==> config.mk <==
export PLATFORM = sky130hd
export DESIGN_NAME = mcpi_ratio_div
export DESIGN_NICKNAME = d
export VERILOG_FILES = /design/src/rtl/mcpi_ratio_div.sv
export SDC_FILE = /design/constraint.sdc
export NUM_CORES = 1
export LEC_CHECK = 0
export ABC_AREA = 1
export CORE_MARGIN = 10
export CORE_UTILIZATION = 45
export DETAILED_ROUTE_END_ITERATION = 10
export PLACE_DENSITY = 0.67
export SYNTH_ARGS = -nofsm -noshare
export SYNTH_HDL_FRONTEND = slang
export SYNTH_SLANG_ARGS = --single-unit
==> constraint.sdc <==
create_clock -name clk -period 2.7 [get_ports clk]
set_input_delay 0.54 -clock clk [delete_from_list [all_inputs] [get_ports clk]]
set_output_delay 0.54 -clock clk [all_outputs]
set_load 0.01 [all_outputs]
==> src/rtl/mcpi_ratio_div.sv <==
// mcpi_ratio_div: pi estimate 4*hits/total as a saturated fixed-point byte via restoring division
module mcpi_ratio_div #(
   parameter int W    = 8,
   parameter int FRAC = 5
) (
   input  logic         clk,
   input  logic         rst_n,
   input  logic         start,
   input  logic [W-1:0] hits,
   input  logic [W-1:0] total,
   output logic         busy,
   output logic         done,
   output logic [7:0]   q,
   output logic         err
);
   localparam int DW = W + 2 + FRAC;
   localparam int CW = $clog2(DW);

   typedef enum logic {IDLE, DIV} state_t;

   state_t          state;
   logic [DW-1:0]   dividend;
   logic [DW-1:0]   quot;
   logic [W:0]      rem;
   logic [W-1:0]    divisor;
   logic [CW-1:0]   cnt;
   logic            err_pend;
   logic [W:0]      r;
   logic [W:0]      diff;
   logic            ge;
   logic [DW-1:0]   quot_n;

   // one restoring step: shift in the next dividend bit, trial-subtract the divisor
   always_comb begin
      r      = (W+1)'({rem, dividend[cnt]});
      ge     = r >= {1'b0, divisor};
      diff   = r - {1'b0, divisor};
      quot_n = DW'({quot, ge});
   end

   // control and datapath; err from accept is held back until the done edge
   always_ff @(posedge clk or negedge rst_n) begin
      if (!rst_n) begin
         state    <= IDLE;
         busy     <= 1'b0;
         done     <= 1'b0;
         q        <= 8'h00;
         err      <= 1'b0;
         err_pend <= 1'b0;
         dividend <= '0;
         quot     <= '0;
         rem      <= '0;
         divisor  <= '0;
         cnt      <= '0;
      end else begin
         done <= 1'b0;
         if (state == IDLE) begin
            if (start && total == '0) begin
               done <= 1'b1;
               err  <= 1'b1;
               q    <= 8'h00;
            end else if (start) begin
               dividend <= {hits, {(2+FRAC){1'b0}}};
               divisor  <= total;
               rem      <= '0;
               quot     <= '0;
               cnt      <= CW'(DW-1);
               err_pend <= hits > total;
               busy     <= 1'b1;
               state    <= DIV;
            end
         end else begin
            rem  <= ge ? diff : r;
            quot <= quot_n;
            cnt  <= cnt - 1'b1;
            if (cnt == '0) begin
               busy  <= 1'b0;
               done  <= 1'b1;
               err   <= err_pend;
               q     <= |quot_n[DW-1:8] ? 8'hFF : quot_n[7:0];
               state <= IDLE;
            end
         end
      end
   end
endmodule
==> flow_metrics.py <==
metrics = {
    "floorplan": {
        "die_h_um": 104,
        "dieArea_sq_um": 10800,
        "initial_utilization_pct": 46.3,
        "die_w_um": 104,
        "rows": 30,
        "pin_count": 30,
        "core-area_sq_um": 6830,
    },
    "logic_synthesis": {
        "ys_seq_elements": 55,
        "synth_area_leaders": "dfrtp_1 43%, nand2_1 14%, inv_1 7.5%",
        "synth_top_area_share_pct": 43.5,
        "yosysWarnings": 0,
        "synth.distinct_cells": 37,
        "synth_area_sq_um": 3170,
        "syn_area_per_cell_sq_um": 8.03,
        "synth_top_cell_by_area": "dfrtp_1",
        "synth_cells": 394,
        "yosysSeqAreaShare_pct": 43.5,
        "synth_nets": 431,
    },
    "timing": {
        "hold_viol_final": 0,
        "finalMaxSlewViolations": 0,
        "slew_headroom_pct": 37.7,
        "fmax_ghz": 0.437,
        "fin_worst_skew_ns": 0.00646,
        "tns_ns": 0,
        "fin_crit_sh_pct": 84.8,
        "setup_viol": 0,
        "tightest_slew_ns": 0.934,
        "period_minus_slack_ns": 2.29,
        "grt_setup_unrepaired": "false",
    },
    "clock_network": {
        "clk_pin_slew_ns": 0.11,
        "post_cts_buffers": 0,
        "postCtsHoldBufs": 0,
        "clk-insertion-delay-late_ns": 0.31,
        "cts.path.max_buffers": 2,
        "cts.repair.resized": 0,
        "cts_sinks": 55,
        "cts_buffers": 5,
        "htree_levels": 2,
        "cts_root_buf": "clkbuf_8",
        "tritoncts": "built",
    },
    "drt": {
        "firstDrtPassIters": 4,
        "drtIter0Drc": 109,
        "drc": 0,
        "wire_per_inst_um": 12.8,
        "ant_nets": 0,
        "dr_total_vias": 2549,
        "via_per_inst": 4.88,
        "wirelength_um": 6690,
    },
    "critical_path": {
        "arrival_ns": 2.49,
        "slowest_stage": "dfrtp_1",
        "cp-end-kind": "flop",
        "cp.buffers_inverters": 3,
        "critPathMaxStageDelay_ns": 0.41,
        "cp_common_cell": "nand2_1",
        "cp_cell_sequence": "inv_1 > nand2_1 > nand2_1 > nand3_1 > nand2_1 > nand2_1 > nand2_1 > inv_1 > ha_1 > fa_1 > inv_1 > nand2_1 > nand2_1 > nand2_1 > nand2_1 > nand2_1 > nand2_1 > nand2_1 > nand3_1 > nand2_1",
        "worst_setup_path_start_kind": "flop",
        "cp_top_family": "simple AND/OR/NAND/NOR gates",
        "worstPathMaxFanout": 5,
        "worst-endpoint-required_ns": 2.90,
        "worstSetupPathType": "flop to flop",
        "r2r_slack_ns": 0.41,
    },
    "global_routing": {
        "track_usage_pct": 12.8,
        "grt_pass1_vias": 2542,
        "gr-total-overflow": 0,
        "grt_first_pass_wirelength_um": 11700,
        "grt_start_max_net_pins": 43,
        "antenna_found_initial": 0,
    },
    "power": {
        "leakage_nw": 1.86,
        "irDropWorstVdd_uv": 467,
        "power_density_nw_per_um2": 1280,
    },
    "cells_and_area": {
        "nets": 462,
        "fillers": 688,
        "syn_to_final_growth_pct": 14.9,
        "antenna_cells": 0,
        "drive_gt1_share_pct": 9.62,
        "final_util_pct": 53.2,
        "fin_area_sq_um": 3640,
    },
    "placed_design": {
        "dp_hpwl_um": 5260,
        "routabilityCongestion": 0.867,
        "dpl_cell_area_sq_um": 3530,
        "portBuffers": 29,
    },
    "flow_run": {
        "maxCapViolCount": 0,
    },
    "status": {
        "status": "finished, final reports clean",
    },
    "worst_hold_path": {
        "hold_path.class": "input pin to async pin",
    },
}
## final timing paths
kind / from / endpoint / cells after the start
hold reg to reg: divisor[7] / divisor[7] / 2
min in group clk: divisor[7] / divisor[7] / 2
max in group asynchronous: rst_n / cnt[0] / 2
setup / recovery: cnt[3] / rem[6] / 20
hold / removal: rst_n / q[4] / 1
setup reg to reg: cnt[3] / rem[6] / 20
## per-stage QoR
step	power, mW	std cells	hold slack [ns]	worst slack [ns]
2_1_floorplan	3.51	394	0.244	0.653
3_3_place_gp	4.15	514	0.471	0.519
3_5_place_dp	4.19	514	0.477	0.455
4_1_cts	4.69	522	0.383	0.419
5_1_grt	5.18	522	0.423	0.0916
6_report	4.65	522	0.365	0.410
## metal layers
metal / vias up / GRT usage, % / part of all wire, %
met1: 1190 / 16.5 / 47
met2: 27 / 21.6 / 50
met3: 2 / 2.23 / 2.0
li1: 1330 / - / -
met4: 0 / 3.18 / 0.60
met5: - / 0 / 0
## cells in the final DEF, fill, tap and decap left out, types with 2 or more instances in the layout
cell             instances
a21oi_1                  7
xor2_1                   2
nand3_4                  2
buf_4                    2
nor3_1                   3
inv_2                    4
nand2_2                  2
dfrtp_1                 55
o21ai_0                 20
ha_1                    17
nor2_2                   3
o21ai_2                  6
nand2_1                121
clkdlybuf4s50_1         28
inv_6                    2
o22ai_1                 13
nor2_4                   2
nand3_2                  5
inv_1                   63
nand4_1                  5
nor2_1                  13
nand3_1                 31
clkbuf_8                 5
## synthesized netlist by cell type, drive strengths merged
| cell | count |
|---|---|
| nand2 | 123 |
| inv | 67 |
| dfrtp | 55 |
| nand3 | 38 |
| o21ai | 27 |
| nor2 | 19 |
| ha | 17 |
| o22ai | 13 |
| a21oi | 8 |
| nand4 | 6 |
| buf | 5 |
| nor3 | 3 |
| clkbuf | 2 |
| or2 | 2 |
| xor2 | 2 |
| a21o | 1 |
| a22oi | 1 |
| fa | 1 |
| nand3b | 1 |
| nor4 | 1 |
| o22a | 1 |
| xnor2 | 1 |
## cell type report
| type | count | area (sq um) | area share (%) |
|---|---|---|---|
| Timing Repair Buffer | 31 | 300 | 8.26 |
| Tap cell | 96 | 120 | 3.30 |
| Sequential cell | 55 | 1380 | 37.8 |
| Multi-Input combinational cell | 265 | 1490 | 40.9 |
| Inverter | 67 | 251 | 6.91 |
| Clock inverter | 3 | 33.8 | 0.929 |
| Clock buffer | 5 | 68.8 | 1.89 |
## worst reg2reg max path: cells and delay by family, from the launching register on
kind,cells,cell delay [ns]
buffers and inverters,3,0.27
DFF,1,0.41
adders and majority gates,2,0.61
and+or+nand+nor,15,0.89
## sequential cells by signal, summed over array words and instances, names as in the netlist
register / count
err: 1
state: 1
done: 1
cnt: 4
dividend: 8
q: 8
divisor: 8
quot: 14
rem: 8
busy: 1
err_pend: 1
## report_power, final
part	switching [mW]	leakage [nW]	total, mW	internal [mW]
Combinational	1.59	1.15	2.68	1.08
Clock	0.292	0.0519	0.490	0.198
Sequential	0.258	0.665	1.48	1.22
## logic make-up (layout without fill, tap and decap cells)
kind of cell / count (synthesis) / in the layout / share of synthesized area (%)
compound gates: 51 / 51 / 9.92
xor+xnor: 3 / 3 / 0.830
fa+ha+maj: 18 / 18 / 7.35
buf+inv: 74 / 106 / 9.56
flops: 55 / 55 / 43.5
simple gates: 193 / 193 / 28.9
No activity file was read; power rests on OpenSTA's default activity.
